**config.mk**
```make
export PLATFORM = sky130hd
export DESIGN_NAME = cbd3_unpack
export DESIGN_NICKNAME = d
export VERILOG_FILES = /design/src/rtl/athos_pkg.sv /design/src/rtl/cbd3_coef_calc.sv /design/src/rtl/cbd3_unpack.sv
export SDC_FILE = /design/constraint.sdc
export NUM_CORES = 1
export LEC_CHECK = 0
export ABC_AREA = 1
export BUFFER_PORTS_ARGS = -buffer_cell sky130_fd_sc_hd__buf_2
export CAP_MARGIN = 20
export CORE_UTILIZATION = 49
export CTS_CLUSTER_DIAMETER = 150
export DETAILED_ROUTE_END_ITERATION = 12
export GPL_TIMING_DRIVEN = 0
export PLACE_DENSITY = 0.76
export SLEW_MARGIN = 20
export SYNTH_ARGS = -nofsm -noshare
export SYNTH_HDL_FRONTEND = slang
export SYNTH_SLANG_ARGS = --single-unit
```
**constraint.sdc**
```tcl
create_clock -name clk_i -period 2.7 [get_ports clk_i]
set_input_delay 0.405 -clock clk_i [delete_from_list [all_inputs] [get_ports clk_i]]
set_output_delay 0.405 -clock clk_i [all_outputs]
set_load 0.005 [all_outputs]
```
**src/rtl/athos_pkg.sv**
```systemverilog
// athos_pkg
// Shared definitions for the CBD3 unpacking datapath.
//   CBD3_Q       - modulus used when folding negative coefficients into 0..q-1
//   coef_t       - 16-bit coefficient word as seen on the output bus
//   cbd3_state_t - polynomial sequencing states (IDLE / RUN / DONE)
package athos_pkg;

  localparam int CBD3_Q = 3329;

  typedef logic [15:0] coef_t;

  typedef enum logic [1:0] {
    IDLE = 2'd0,
    RUN  = 2'd1,
    DONE = 2'd2
  } cbd3_state_t;

endpackage

```
**src/rtl/cbd3_coef_calc.sv**
```systemverilog
// cbd3_coef_calc
// Turns one 6-bit packed group into a coefficient: a = grp[2:0], b = grp[5:3],
// result = a - b as a 4-bit signed value, sign-extended to 16 bits.
// Configuration macro: ATHOS_CBD3_MODQ_EN -- when defined, negative results
// are folded to result + CBD3_Q so the output lies in 0..CBD3_Q-1.
// Ports:
//   grp     in  6   packed group {b, a}
//   coef    out 16  coefficient value
//   illegal out 1   a or b exceeds 3 (not a valid 3-bit popcount of 3 bits)
module cbd3_coef_calc
  import athos_pkg::*;
(
  input  logic [5:0] grp,
  output coef_t      coef,
  output logic       illegal
);

  logic [2:0]        a;
  logic [2:0]        b;
  logic signed [3:0] diff;
  coef_t             diff_ext;

  assign a        = grp[2:0];
  assign b        = grp[5:3];
  // Zero-extend both fields by one bit so 0..7 minus 0..7 fits in 4-bit signed.
  assign diff     = signed'({1'b0, a}) - signed'({1'b0, b});
  assign diff_ext = {{12{diff[3]}}, diff};
  // A popcount of three bits can never exceed 3, so the top bit flags garbage.
  assign illegal  = a[2] | b[2];

`ifdef ATHOS_CBD3_MODQ_EN
  // 16-bit wraparound add: (x + 2^16) + q == x + q for the negative range.
  assign coef = diff[3] ? coef_t'(diff_ext + coef_t'(CBD3_Q)) : diff_ext;
`else
  assign coef = diff_ext;
`endif

endmodule

```
**src/rtl/cbd3_unpack.sv**
```systemverilog
// cbd3_unpack
// Accepts 24-bit packed words (four 6-bit groups) and streams one signed
// coefficient per group with a valid/ready handshake, tagged with its index.
// Configuration macro: ATHOS_CBD3_MODQ_EN (see cbd3_coef_calc).
// Ports:
//   clk_i, rst_i           clock, synchronous active-high reset
//   start_i                begin a new polynomial (honoured only in IDLE)
//   word_valid_i/ready_o   packed word handshake, word_i carries the data
//   coef_valid_o/ready_i   coefficient handshake, coef_o / coef_idx_o payload
//   busy_o                 polynomial in progress (RUN or DONE)
//   done_o                 single-cycle completion pulse
//   err_o                  sticky illegal-field flag, cleared by accepted start
module cbd3_unpack
  import athos_pkg::*;
#(
  parameter int N_COEFF = 256
) (
  input  logic        clk_i,
  input  logic        rst_i,
  input  logic        start_i,
  input  logic        word_valid_i,
  output logic        word_ready_o,
  input  logic [23:0] word_i,
  output logic        coef_valid_o,
  input  logic        coef_ready_i,
  output logic [15:0] coef_o,
  output logic [7:0]  coef_idx_o,
  output logic        busy_o,
  output logic        done_o,
  output logic        err_o
);

  localparam int N_WORDS = N_COEFF / 4;

  cbd3_state_t state, state_next;

  logic [23:0] buf_word;
  logic        buf_valid;
  logic [1:0]  j;
  logic [7:0]  idx;
  logic [7:0]  word_cnt;
  logic        err;

  logic [5:0]  grp;
  coef_t       calc_coef;
  logic        calc_illegal;
  logic        coef_fire;
  logic        word_fire;
  logic        last_fire;

  // Select the group currently being offered downstream.
  always_comb begin
    grp = buf_word[5:0];
    case (j)
      2'd0: grp = buf_word[5:0];
      2'd1: grp = buf_word[11:6];
      2'd2: grp = buf_word[17:12];
      2'd3: grp = buf_word[23:18];
      default: grp = buf_word[5:0];
    endcase
  end

  cbd3_coef_calc u_calc (
    .grp     (grp),
    .coef    (calc_coef),
    .illegal (calc_illegal)
  );

  assign coef_fire = buf_valid & coef_ready_i;
  assign last_fire = coef_fire && (idx == 8'(N_COEFF - 1));
  assign word_fire = word_valid_i & word_ready_o;

  // Next-state and control outputs. A new word may land in the same cycle the
  // last group of the current one is taken, which keeps one coefficient per
  // cycle on back-to-back words.
  always_comb begin
    state_next   = state;
    word_ready_o = 1'b0;
    busy_o       = 1'b0;
    done_o       = 1'b0;
    case (state)
      IDLE: begin
        if (start_i) state_next = RUN;
      end
      RUN: begin
        busy_o       = 1'b1;
        word_ready_o = (word_cnt < 8'(N_WORDS)) &&
                       (!buf_valid || (j == 2'd3 && coef_ready_i));
        if (last_fire) state_next = DONE;
      end
      DONE: begin
        busy_o     = 1'b1;
        done_o     = 1'b1;
        state_next = IDLE;
      end
      default: state_next = IDLE;
    endcase
  end

  // State register plus the word buffer, group pointer and counters.
  always_ff @(posedge clk_i) begin
    if (rst_i) begin
      state     <= IDLE;
      buf_word  <= '0;
      buf_valid <= 1'b0;
      j         <= 2'd0;
      idx       <= 8'd0;
      word_cnt  <= 8'd0;
      err       <= 1'b0;
    end else begin
      state <= state_next;
      if (state == IDLE && start_i) begin
        buf_valid <= 1'b0;
        j         <= 2'd0;
        idx       <= 8'd0;
        word_cnt  <= 8'd0;
        err       <= 1'b0;
      end else begin
        if (coef_fire) begin
          j   <= j + 2'd1;
          idx <= idx + 8'd1;
          if (calc_illegal) err <= 1'b1;
        end
        if (word_fire) begin
          buf_word  <= word_i;
          buf_valid <= 1'b1;
          word_cnt  <= word_cnt + 8'd1;
        end else if (coef_fire && j == 2'd3) begin
          buf_valid <= 1'b0;
        end
      end
    end
  end

  assign coef_valid_o = buf_valid;
  assign coef_o       = buf_valid ? calc_coef : 16'd0;
  assign coef_idx_o   = idx;
  assign err_o        = err;

endmodule

```
### Yosys cells after proc, flatten, opt, wreduce, memory -nomap -nowiden

Cells that the tools add are included.

* register bits after elaboration: 46
* bits of input ports: 29
* word-level logic and storage cells: 49

* add/sub/neg operators: 4
* order comparisons: 1
* equal/unequal tests: 8
* multiplexer cells: 10
* bitwise gates (word level): 4
* reduce and logical (&&, ||, !) cells: 15

Operators with widths (number)
* case mux 6 bit (4 select lines): 1
* adder 8 x 1 -> 8 bit, second input constant: 2
* 2-to-1 mux 16 bit: 1
* == test 8 bit, second input constant: 1
* < comparator 8 x 7 -> 1 bit, second input constant: 1
* == test 2 bit, second input constant: 3
* AND reduction 2 bit: 3
* logical AND 1 bit: 5
* 2-to-1 mux 1 bit: 5
* == test 2 x 1 -> 1 bit, second input constant: 2
* zero test 2 bit: 2
* 2-to-1 mux 2 bit: 2
* != test 2 bit, second input constant: 2
* case mux 2 bit (2 select lines): 1
* OR reduction 2 bit: 2
* subtractor 3 x 3 -> 4 bit: 1
* adder 2 x 1 -> 2 bit, second input constant: 1
* AND 1 bit: 2
* nonzero test 2 bit: 1
* zero test 1 bit: 1
* logical OR 1 bit: 1
* NOT 1 bit: 1
* OR 1 bit: 1

### Depth between registers and ports, before layout

Gate-level depths: netlist of the first run.

* word-level depth: 7
* mapped depth: 12
* mapped depth without buffers: 11

### Modules after synthesis

From an unflattened synthesis of the first run, not the netlist that was laid out.

* cell total of the unflattened synthesis: 399
* area total of the unflattened synthesis: 2710.1 sq um

Modules (own cells, without submodules)
* cbd3_unpack: instances 1, cells an instance 368, area each 2487.4 sq um, sequential area each 920.9 sq um
* cbd3_coef_calc: instances 1, cells an instance 31, area each 222.7 sq um, sequential area each 0.0 sq um

### Least setup slack after synthesis of the first run

Ideal clock, no wire load.

* path kind: register to output
* start point: reg j[0]
* end point: out coef_o[10]
* data arrival time: 2265 ps
* setup slack: 30 ps
* cell stages (with the launch flop): 13
* buffers on the path: 2
* cell sequence: dfxtp_1 > inv_1 > ha_1 > inv_1 > clkbuf_1 > o21ai_0 > o22ai_1 > ha_1 > inv_1 > a21oi_1 > o21ai_0 > nor2_1 > buf_4

* word-level cells in the longest chain between the ends: 4
* elaborated cells on any way between the ends: 7
* classes of those cells: 1 x add/sub; 3 x eq/ne; 2 x mux; 1 x reduce/logical

Ends and longest elaborated chain
* start: declaration: RTL line cbd3_unpack.sv:39 `logic [1:0] j;`
* start signal: assignment: RTL line cbd3_unpack.sv:120 `j <= j + 2'd1;`
* == test 2 bit, or another cell as far along: RTL line cbd3_unpack.sv:54 `case (j)`
* case mux 6 bit (4 select lines) (*): RTL line cbd3_unpack.sv:54
* subtractor 3 x 3 -> 4 bit (*): RTL line cbd3_coef_calc.sv:26 `assign diff = signed'({1'b0, a}) - signed'({1'b0, b});`
* 2-to-1 mux 16 bit (*): RTL line cbd3_unpack.sv:136 `assign coef_o = buf_valid ? calc_coef : 16'd0;`
* end: declaration: RTL line cbd3_unpack.sv:26 `output logic [15:0] coef_o,`

Every way passes the cells marked *; elsewhere a longest branch is shown, timed or not.

### Final worst setup path of the first run

* start point: reg j[0]
* end point: out coef_o[11]

The elaborated chain is that of the path after synthesis.

==> results_dict.tcl, run 1 <==
set metrics [dict create \
    setup_tns_ps -262 \
    cts.sinks 46 \
    rsz0062_at_grt "yes" \
    place_congestion 0.826 \
    wl_met1_um 2830 \
    grt_max_degree 14 \
    fp-row-count 26 \
    synth_area_sq_mm 0.00266 \
    tritoncts "yes" \
    ys_types 23 \
    hold_class "input pin to flip-flop" \
    drive_gt1_share_pct 26.0 \
    die_w_um 75.6 \
    cts_hold_buffers 0 \
    clk_pin_slew_worst_paths_ps 80 \
    worstSetupPathType "flip-flop to output pin" \
    setup_violations 11 \
    antenna_left 0 \
    worst_slew_pin_slew_ps 540 \
    layout_commonest_cell "inv_1" \
    fin_crit_sh_pct 101 \
    grt_overflow 0 \
    utilization_pct 68.4 \
    num_vias 2607 \
    worstPathMaxFanout 6 \
    wl_per_cell_um 11.5 \
    drt_first_pass_iters 5 \
    h-tree-depth 2 \
    end_kind "output pin" \
    fin_ws_ps -37.0 \
    clk_latency_ps 300 \
    required_ps 2300 \
    coreArea_sq_mm 0.00517 \
    drv_cap 0 \
    yosys_warnings 0 \
    slowest_delay_ps 410 \
    clockRootBuffer "clkbuf_8" \
    topRoutingLayerUsed "met4" \
    io_buffers 57 \
    slew_headroom_pct 64.0 \
    crit_arrival_ps 2330 \
    syn_nets 461 \
    die_height_um 75.6 \
    dr_wl_met2_um 3180 \
    finalMaxSlewViolations 0 \
    hold_viol 0 \
    nets 534 \
    fill_cells 436 \
    antenna_found_initial 0 \
    path_buf_inv 7 \
    postSynthCellCount 416 \
    drc 0 \
    avgSynthCellArea_sq_um 6.38 \
    p_leak_nw 1.78 \
    power_density_mw_per_mm2 651 \
    grt_pass1_wl_um 8970 \
    final_cell_mix "98 x inv_1, 94 x nand2_1, 50 x buf_2" \
    crit_path_cell_trace "inv_6 > ha_4 > inv_6 > buf_6 > o21ai_2 > o22ai_2 > ha_2 > inv_2 > a21oi_2 > o21ai_2 > nor2_4 > clkbuf_16 > buf_6 > buf_6" \
    hold_depth 5 \
    start_util_pct 51.3 \
    crit_path_start_kind "flip-flop" \
    clock_path_buffers 2 \
    fmax_mhz 365 \
    crit_slowest_cell "dfxtp_4" \
    drt_iter0_drc 136 \
    vias_per_cell 4.67 \
    totalWireLength_um 6410 \
    dp_hpwl_um 4090 \
    syn_to_final_growth_pct 33.3 \
    cts_buffers 5 \
    yosys_register_bits 46 \
    diodes 0 \
    first_global_vias 2163 \
    ff2ff_path_depth 7 \
    clock_skew_ps 5.26 \
    fp.dieArea_sq_mm 0.00572 \
    ios 58 \
    period_minus_slack_ps 2740 \
    met3_length_um 268 \
    ir_drop_mv 0.470 \
    grtUsageTotal_pct 21.0 \
    seq_area_frac_synth_pct 34.7 \
    violations "negative setup slack" \
    crit_top_cell "buf_6" \
    crit_family "buffers and inverters" \
    cp.depth 14 \
    status "finished with violations" \
]
[state kept, by name, summed over array words and instances (netlist names)]
| name | cells |
|---|---|
| buf_word | 24 |
| coef_idx_o | 8 |
| coef_valid_o | 1 |
| err_o | 1 |
| j | 2 |
| state | 2 |
| word_cnt | 8 |
[synthesized netlist by cell type]
library cell / instances / area share [%]
buf_4: 12 / 3.4
fa_1: 1 / 0.75
xnor2_1: 1 / 0.33
xor2_1: 2 / 0.66
and2_2: 1 / 0.28
or2_2: 2 / 0.47
nor2_4: 1 / 0.42
nand2_1: 94 / 13
nand4_1: 1 / 0.24
o22ai_1: 9 / 2.1
ha_1: 15 / 7.1
nand3_1: 35 / 6.6
o21ai_0: 12 / 2.3
clkbuf_1: 6 / 0.85
nor2_1: 45 / 6.4
o21bai_1: 1 / 0.28
nand2_2: 1 / 0.24
buf_2: 5 / 0.94
inv_1: 105 / 15
dfxtp_1: 46 / 35
nor3_1: 2 / 0.38
clkinv_1: 1 / 0.14
a21oi_1: 18 / 3.4
[through the flow]
stage	hold slack [ps]	setup WS, ps	cells	power [W]	instance area [sq um]
floorplan	408	30.5	416	0.00143	2660
global placement	419	-318	543	0.00161	3030
detailed placement	420	-374	543	0.00164	3030
CTS	408	-18.0	555	0.00211	3220
global route	423	-153	558	0.00249	3540
finish	414	-37.0	558	0.00230	3540
[layer usage]
metal  track usage [%]  up-vias
met4              7.00        0
met5                 0        -
li1                  -     1365
met1              26.3     1157
met3              3.97       12
met2              36.3       73
[worst paths after layout]
kind | startpoint | endpoint | slack [ps]
hold / removal | word_i[11] | buf_word[11] | 410
hold reg to reg | word_cnt[7] | word_cnt[7] | 430
setup / recovery | j[0] | coef_o[11] | -40
setup reg to reg | state[0] | coef_idx_o[0] | 880
[power by group]
part	switching, W	leakage, nW	internal, W
combinational	0.000577	1.36	0.000466
clock	0.000218	0.0431	0.000198
sequential	0.0000661	0.375	0.000778
total	0.000861	1.78	0.00144
[cell families (layout without fill, tap and decap cells)]
kind of cell               after synthesis  in the layout  synth area share [%]
DFF                                     46             46                  34.7
AOI/OAI and AO/OA                       40             40                  8.06
xor gates and xnor gates                 3              3                 0.990
buffers and inverters                  129            201                  20.2
and+or+nand+nor                        182            182                  28.3
adders and majority gates               16             16                  7.82
[final cells by class]
class	count	area, sq um	area share, %
Buffer	23	175	4.95
Inverter	106	415	11.7
Sequential cell	46	928	26.2
Timing Repair Buffer	66	458	12.9
Clock buffer	6	82.6	2.33
Multi-Input combinational cell	241	1390	39.3
Tap cell	70	87.6	2.47
[tightest hold or removal path, cell delays in order]
cell	delay [ps]
buf_2	70
inv_1	30
nand3_1	60
nand2_1	40
nor2_1	70
[timing repair]
| action | in CTS | in global routing |
|---|---|---|
| gates cloned | 1 | 1 |
| gates resized for setup | 20 | 58 |
| pin swaps | 3 | 10 |
| endpoints found under the hold margin | 0 | 0 |
| buffers inserted | 5 | 2 |
| endpoints found under the setup margin | 15 | 15 |
(Power assumes the default switching activity.)
==> run 2, diff against run 1 <==
--- a/config.mk
+++ b/config.mk
@@ -8,11 +8,13 @@
 export ABC_AREA = 1
 export BUFFER_PORTS_ARGS = -buffer_cell sky130_fd_sc_hd__buf_2
 export CAP_MARGIN = 20
-export CORE_UTILIZATION = 49
+export CELL_PAD_IN_SITES_DETAIL_PLACEMENT = 0
+export CELL_PAD_IN_SITES_GLOBAL_PLACEMENT = 1
+export CORE_UTILIZATION = 34
 export CTS_CLUSTER_DIAMETER = 150
 export DETAILED_ROUTE_END_ITERATION = 12
 export GPL_TIMING_DRIVEN = 0
-export PLACE_DENSITY = 0.76
+export PLACE_DENSITY_LB_ADDON = 0.1
 export SLEW_MARGIN = 20
 export SYNTH_ARGS = -nofsm -noshare
 export SYNTH_HDL_FRONTEND = slang
==> constraint.sdc (replaced) <==
create_clock -name clk_i -period 2.4 [get_ports clk_i]
set_input_delay 0.36 -clock clk_i [delete_from_list [all_inputs] [get_ports clk_i]]
set_output_delay 0.36 -clock clk_i [all_outputs]
set_load 0.005 [all_outputs]
==> run 2 against run 1 <==
Compared with the run above: global-route usage down 3.9 points; clock-buffer cell count unchanged; total power up 16%; the flow still finishes with violations (negative setup slack); cell count up 6.3%; highest routed layer unchanged; cell area up 3.4%; clock skew up 7.2 ps; worst setup slack worse by 250 ps; critical endpoint unchanged.
==> results_dict.tcl, run 2 (synthesis results as in run 1) <==
set metrics [dict create \
    crit_arrival_ps 2330 \
    setup_tns_ps -3920 \
    largest_reg_flops 24 \
    drive_gt1_share_pct 27.3 \
    clock_skew_ps 12.5 \
    cts_buffers 5 \
    syn_to_final_growth_pct 37.9 \
    power_density_mw_per_mm2 729 \
    crit_slowest_cell "dfxtp_4" \
    clockRootBuffer "clkbuf_8" \
    diodes 0 \
    crit_path_start_kind "flip-flop" \
    drt_iter0_drc 71 \
    worstSetupPathType "flip-flop to output pin" \
    slew_headroom_pct 62.5 \
    utilization_pct 49.4 \
    worst_slew_pin_slew_ps 562 \
    cts.sinks 46 \
    period_minus_slack_ps 2690 \
    dp_hpwl_um 4590 \
    num_vias 2543 \
    hold_viol 0 \
    die_height_um 90.4 \
    status "finished with violations" \
    hold_slack_ps 354 \
    clk_latency_ps 310 \
    grtUsageTotal_pct 17.1 \
    violations "negative setup slack" \
    cts_hold_buffers 0 \
    antenna_left 0 \
    fin_crit_sh_pct 112 \
    seq_area_sq_um 928 \
    crit_path_cell_trace "inv_4 > ha_4 > inv_6 > buf_4 > nand2_1 > o22ai_2 > ha_4 > a21oi_4 > o21ai_4 > nor2_4 > buf_6 > buf_6" \
    hold_class "input pin to flip-flop" \
    ir_drop_mv 0.319 \
    place_congestion 0.780 \
    clock_path_buffers 2 \
    final_cell_mix "98 x inv_1, 93 x nand2_1, 50 x buf_2" \
    rsz0062_at_grt "yes" \
    io_buffers 57 \
    fin_ws_ps -290 \
    die_w_um 90.4 \
    fp-row-count 31 \
    wl_per_cell_um 10.9 \
    worstPathMaxFanout 7 \
    drt_first_pass_iters 4 \
    finalMaxSlewViolations 0 \
    required_ps 2040 \
    multi_input_area_sq_mm 0.00143 \
    grt_overflow 0 \
    dp_slack_ps -408 \
    drc 0 \
    tritoncts "yes" \
    start_util_pct 35.8 \
    regMostFlops "buf_word" \
    fmax_mhz 372 \
    slowest_delay_ps 410 \
    end_kind "output pin" \
    antenna_found_initial 0 \
    crit_family "buffers and inverters" \
    nets 538 \
    totalWireLength_um 6470 \
    ios 58 \
    first_global_vias 2358 \
    setup_violations 15 \
    grt_max_degree 15 \
    coreArea_sq_mm 0.00741 \
    clk_pin_slew_worst_paths_ps 100 \
    p_leak_nw 1.79 \
    path_buf_inv 5 \
    vias_per_cell 4.29 \
    drv_cap 0 \
    grt_pass1_wl_um 11300 \
    layout.cells.non_filler 593 \
    fill_cells 745 \
    h-tree-depth 2 \
    fp.dieArea_sq_mm 0.00817 \
    post-place-cells 572 \
    layout_commonest_cell "inv_1" \
]
==> run 2: layer usage <==
layer / track usage (%) / vias to the layer above / wire (um)
met2: 28.0 / 59 / 2910
met5: 0 / - / 0
met3: 3.54 / 8 / 274
met4: 4.44 / 0 / 90
met1: 22.9 / 1102 / 3200
li1: - / 1374 / -
==> run 2: final cells by class <==
cell class / instances / share of cell area (%)
multi-input cells: 242 / 39.1
flip-flops and latches: 46 / 25.4
repair buffers: 69 / 12.8
inverters: 106 / 11.5
plain buffers: 23 / 5.30
well taps: 99 / 3.38
clock buffers: 6 / 2.26
clock inverters: 2 / 0.342
==> run 2: final timing paths <==
path,cells past startpoint,slack [ps],endpoint,from
setup / recovery,12,-290,coef_o[11],j[0]
hold / removal,3,350,coef_idx_o[1],coef_ready_i
setup reg to reg,6,650,err_o,state[1]
hold reg to reg,2,450,word_cnt[7],word_cnt[7]
==> run 2: repair_timing <==
| action | in CTS | in global routing |
|---|---|---|
| cloned | 2 | 0 |
| buffers inserted | 8 | 3 |
| hold endpoints to repair | 0 | 0 |
| pin swaps | 14 | 15 |
| setup endpoints to repair | 16 | 15 |
| gates resized for setup | 70 | 23 |
==> run 2: worst register-to-register path, stage by stage (launching register included) <==
cell and delay (ps):
dfxtp_1 330, inv_1 130, ha_1 180, nand2_1 210
nand2_1 220, clkbuf_1 470, nor2_1 100
==> run 2: power by group <==
group | total (W) | switching [W] | internal [W]
Clock | 0.000513 | 0.000281 | 0.000232
Combinational | 0.00121 | 0.000667 | 0.000544
Sequential | 0.000943 | 0.0000684 | 0.000875
Total | 0.00267 | 0.00102 | 0.00165
==> run 2: metrics by stage <==
stage	area (sq um)	total power [W]
floorplan	2670	0.00161
global placement	3070	0.00186
detailed placement	3070	0.00187
CTS	3540	0.00260
global route	3660	0.00290
finish	3660	0.00267
==> run 3, diff against run 2 <==
==> constraint.sdc (replaced) <==
create_clock -name clk_i -period 2.21 [get_ports clk_i]
set_input_delay 0.3315 -clock clk_i [delete_from_list [all_inputs] [get_ports clk_i]]
set_output_delay 0.3315 -clock clk_i [all_outputs]
set_load 0.005 [all_outputs]
==> run 3 against run 2 <==
Compared with the run above: clock power increased by 55%; total power rose by 15%; non-clock buffer count fell by 6; via count down 1.8%; the run still ends with negative setup slack left; critical path type unchanged; worst setup slack got worse by 150 ps; highest routed layer unchanged; critical endpoint is now coef_o[8].
==> results_dict.tcl, run 3 (synthesis results as in run 1) <==
set metrics [dict create \
    antenna_found_initial 0 \
    fin_crit_sh_pct 120 \
    die_height_um 90.4 \
    clk_pin_slew_worst_paths_ps 100 \
    ff2ff_path_depth 7 \
    hold_depth 5 \
    drt_first_pass_iters 4 \
    p_leak_nw 1.78 \
    diodes 0 \
    hold_slack_ps 329 \
    dp_hpwl_um 4550 \
    start_util_pct 35.8 \
    clock_skew_ps 12.0 \
    vias_per_cell 4.25 \
    end_kind "output pin" \
    coreArea_sq_mm 0.00741 \
    layout_commonest_cell "inv_1" \
    totalWireLength_um 6360 \
    dr_wl_met2_um 2870 \
    h-tree-depth 2 \
    grt_max_degree 15 \
    wl_per_cell_um 10.8 \
    tritoncts "yes" \
    regMostFlops "buf_word" \
    fp.dieArea_sq_mm 0.00817 \
    utilization_pct 48.7 \
    crit_start "j[1]" \
    place_congestion 0.756 \
    clockRootBuffer "clkbuf_8" \
    worst_slew_pin_slew_ps 571 \
    r2r_start "state[0]" \
    drt_iter0_drc 52 \
    final_cell_mix "99 x inv_1, 93 x nand2_1, 51 x buf_2" \
    antenna_left 0 \
    drv_cap 0 \
    crit_path_start_kind "flip-flop" \
    cts.sinks 46 \
    setup_tns_ps -5810 \
    period_minus_slack_ps 2650 \
    drive_gt1_share_pct 25.8 \
    syn_to_final_growth_pct 36.0 \
    violations "negative setup slack" \
    hold_viol 0 \
    ios 58 \
    hold_class "input pin to flip-flop" \
    status "finished with violations" \
    crit_arrival_ps 2310 \
    first_global_vias 2326 \
    worstPathMaxFanout 7 \
    required_ps 1880 \
    clk_latency_ps 310 \
    drc 0 \
    met3_length_um 221 \
    post-place-cells 572 \
    slew_headroom_pct 62.0 \
    largest_reg_flops 24 \
    setup_violations 15 \
    grt_pass1_wl_um 10800 \
    fp-row-count 31 \
    grtUsageTotal_pct 16.3 \
    topRoutingLayerUsed "met4" \
    grt_overflow 0 \
    cts_buffers 5 \
    die_w_um 90.4 \
    io_buffers 57 \
    layout.cells.non_filler 587 \
    min_from "word_i[19]" \
    fin_ws_ps -436 \
    ir_drop_mv 0.416 \
    finalMaxSlewViolations 0 \
    power_density_mw_per_mm2 849 \
    num_vias 2496 \
    fmax_mhz 378 \
    nets 532 \
    dp_slack_ps -398 \
    clock_path_buffers 2 \
    worstSetupPathType "flip-flop to output pin" \
    wl_met1_um 3200 \
    rsz0062_at_grt "yes" \
]
-- run 3: path summary, 6_finish.rpt --
path / to / slack, ps
min reg2reg: word_cnt[7] / 430
min: buf_word[19] / 330
max reg2reg: buf_word[4] / 450
max: coef_o[8] / -440
-- run 3: timing repair --
action,CTS,global route
pin swaps,11,6
resized for setup,49,17
setup endpoints to repair,16,16
hold buffers,0,0
buffers inserted,5,0
gates cloned,2,0
-- run 3: area by class of cell --
type	instances	area, sq um
inverters	106	415
flip-flops and latches	46	928
well taps	99	124
clock inverters	2	60.1
clock buffers	6	82.6
repair buffers	63	405
multi-input cells	242	1410
plain buffers	23	189
fillers	789	3800
-- run 3: layer usage --
metal  vias up  global-route usage, %
li1       1361                      -
met2        46                   26.5
met3         7                   3.20
met1      1082                   22.0
met5         -                      0
met4         0                   4.03
-- run 3: per-stage QoR --
stage               area [sq um]  total power, W
finish                      3610         0.00307
detailed placement          3100         0.00205
floorplan                   2690         0.00177
global placement            3100         0.00204
global route                3610         0.00332
CTS                         3500         0.00297
-- run 3: report_power, final --
| group | total, W | switching, W | leakage [nW] | internal (W) |
|---|---|---|---|---|
| clock | 0.000794 | 0.000311 | 0.0714 | 0.000483 |
| sequential | 0.00103 | 0.0000756 | 0.375 | 0.000950 |
| combinational | 0.00125 | 0.000698 | 1.34 | 0.000548 |
| total | 0.00307 | 0.00108 | 1.78 | 0.00198 |
-- run 3: critical path, stage by stage (launching register included) --
cell and delay, ps:
dfxtp_4 400, inv_4 50, ha_4 160, inv_4 60, buf_4 100, nand2_1 60, o22ai_2 200, ha_4 250
a21oi_4 160, o21ai_4 90, nor2_4 260, buf_6 140, buf_6 80
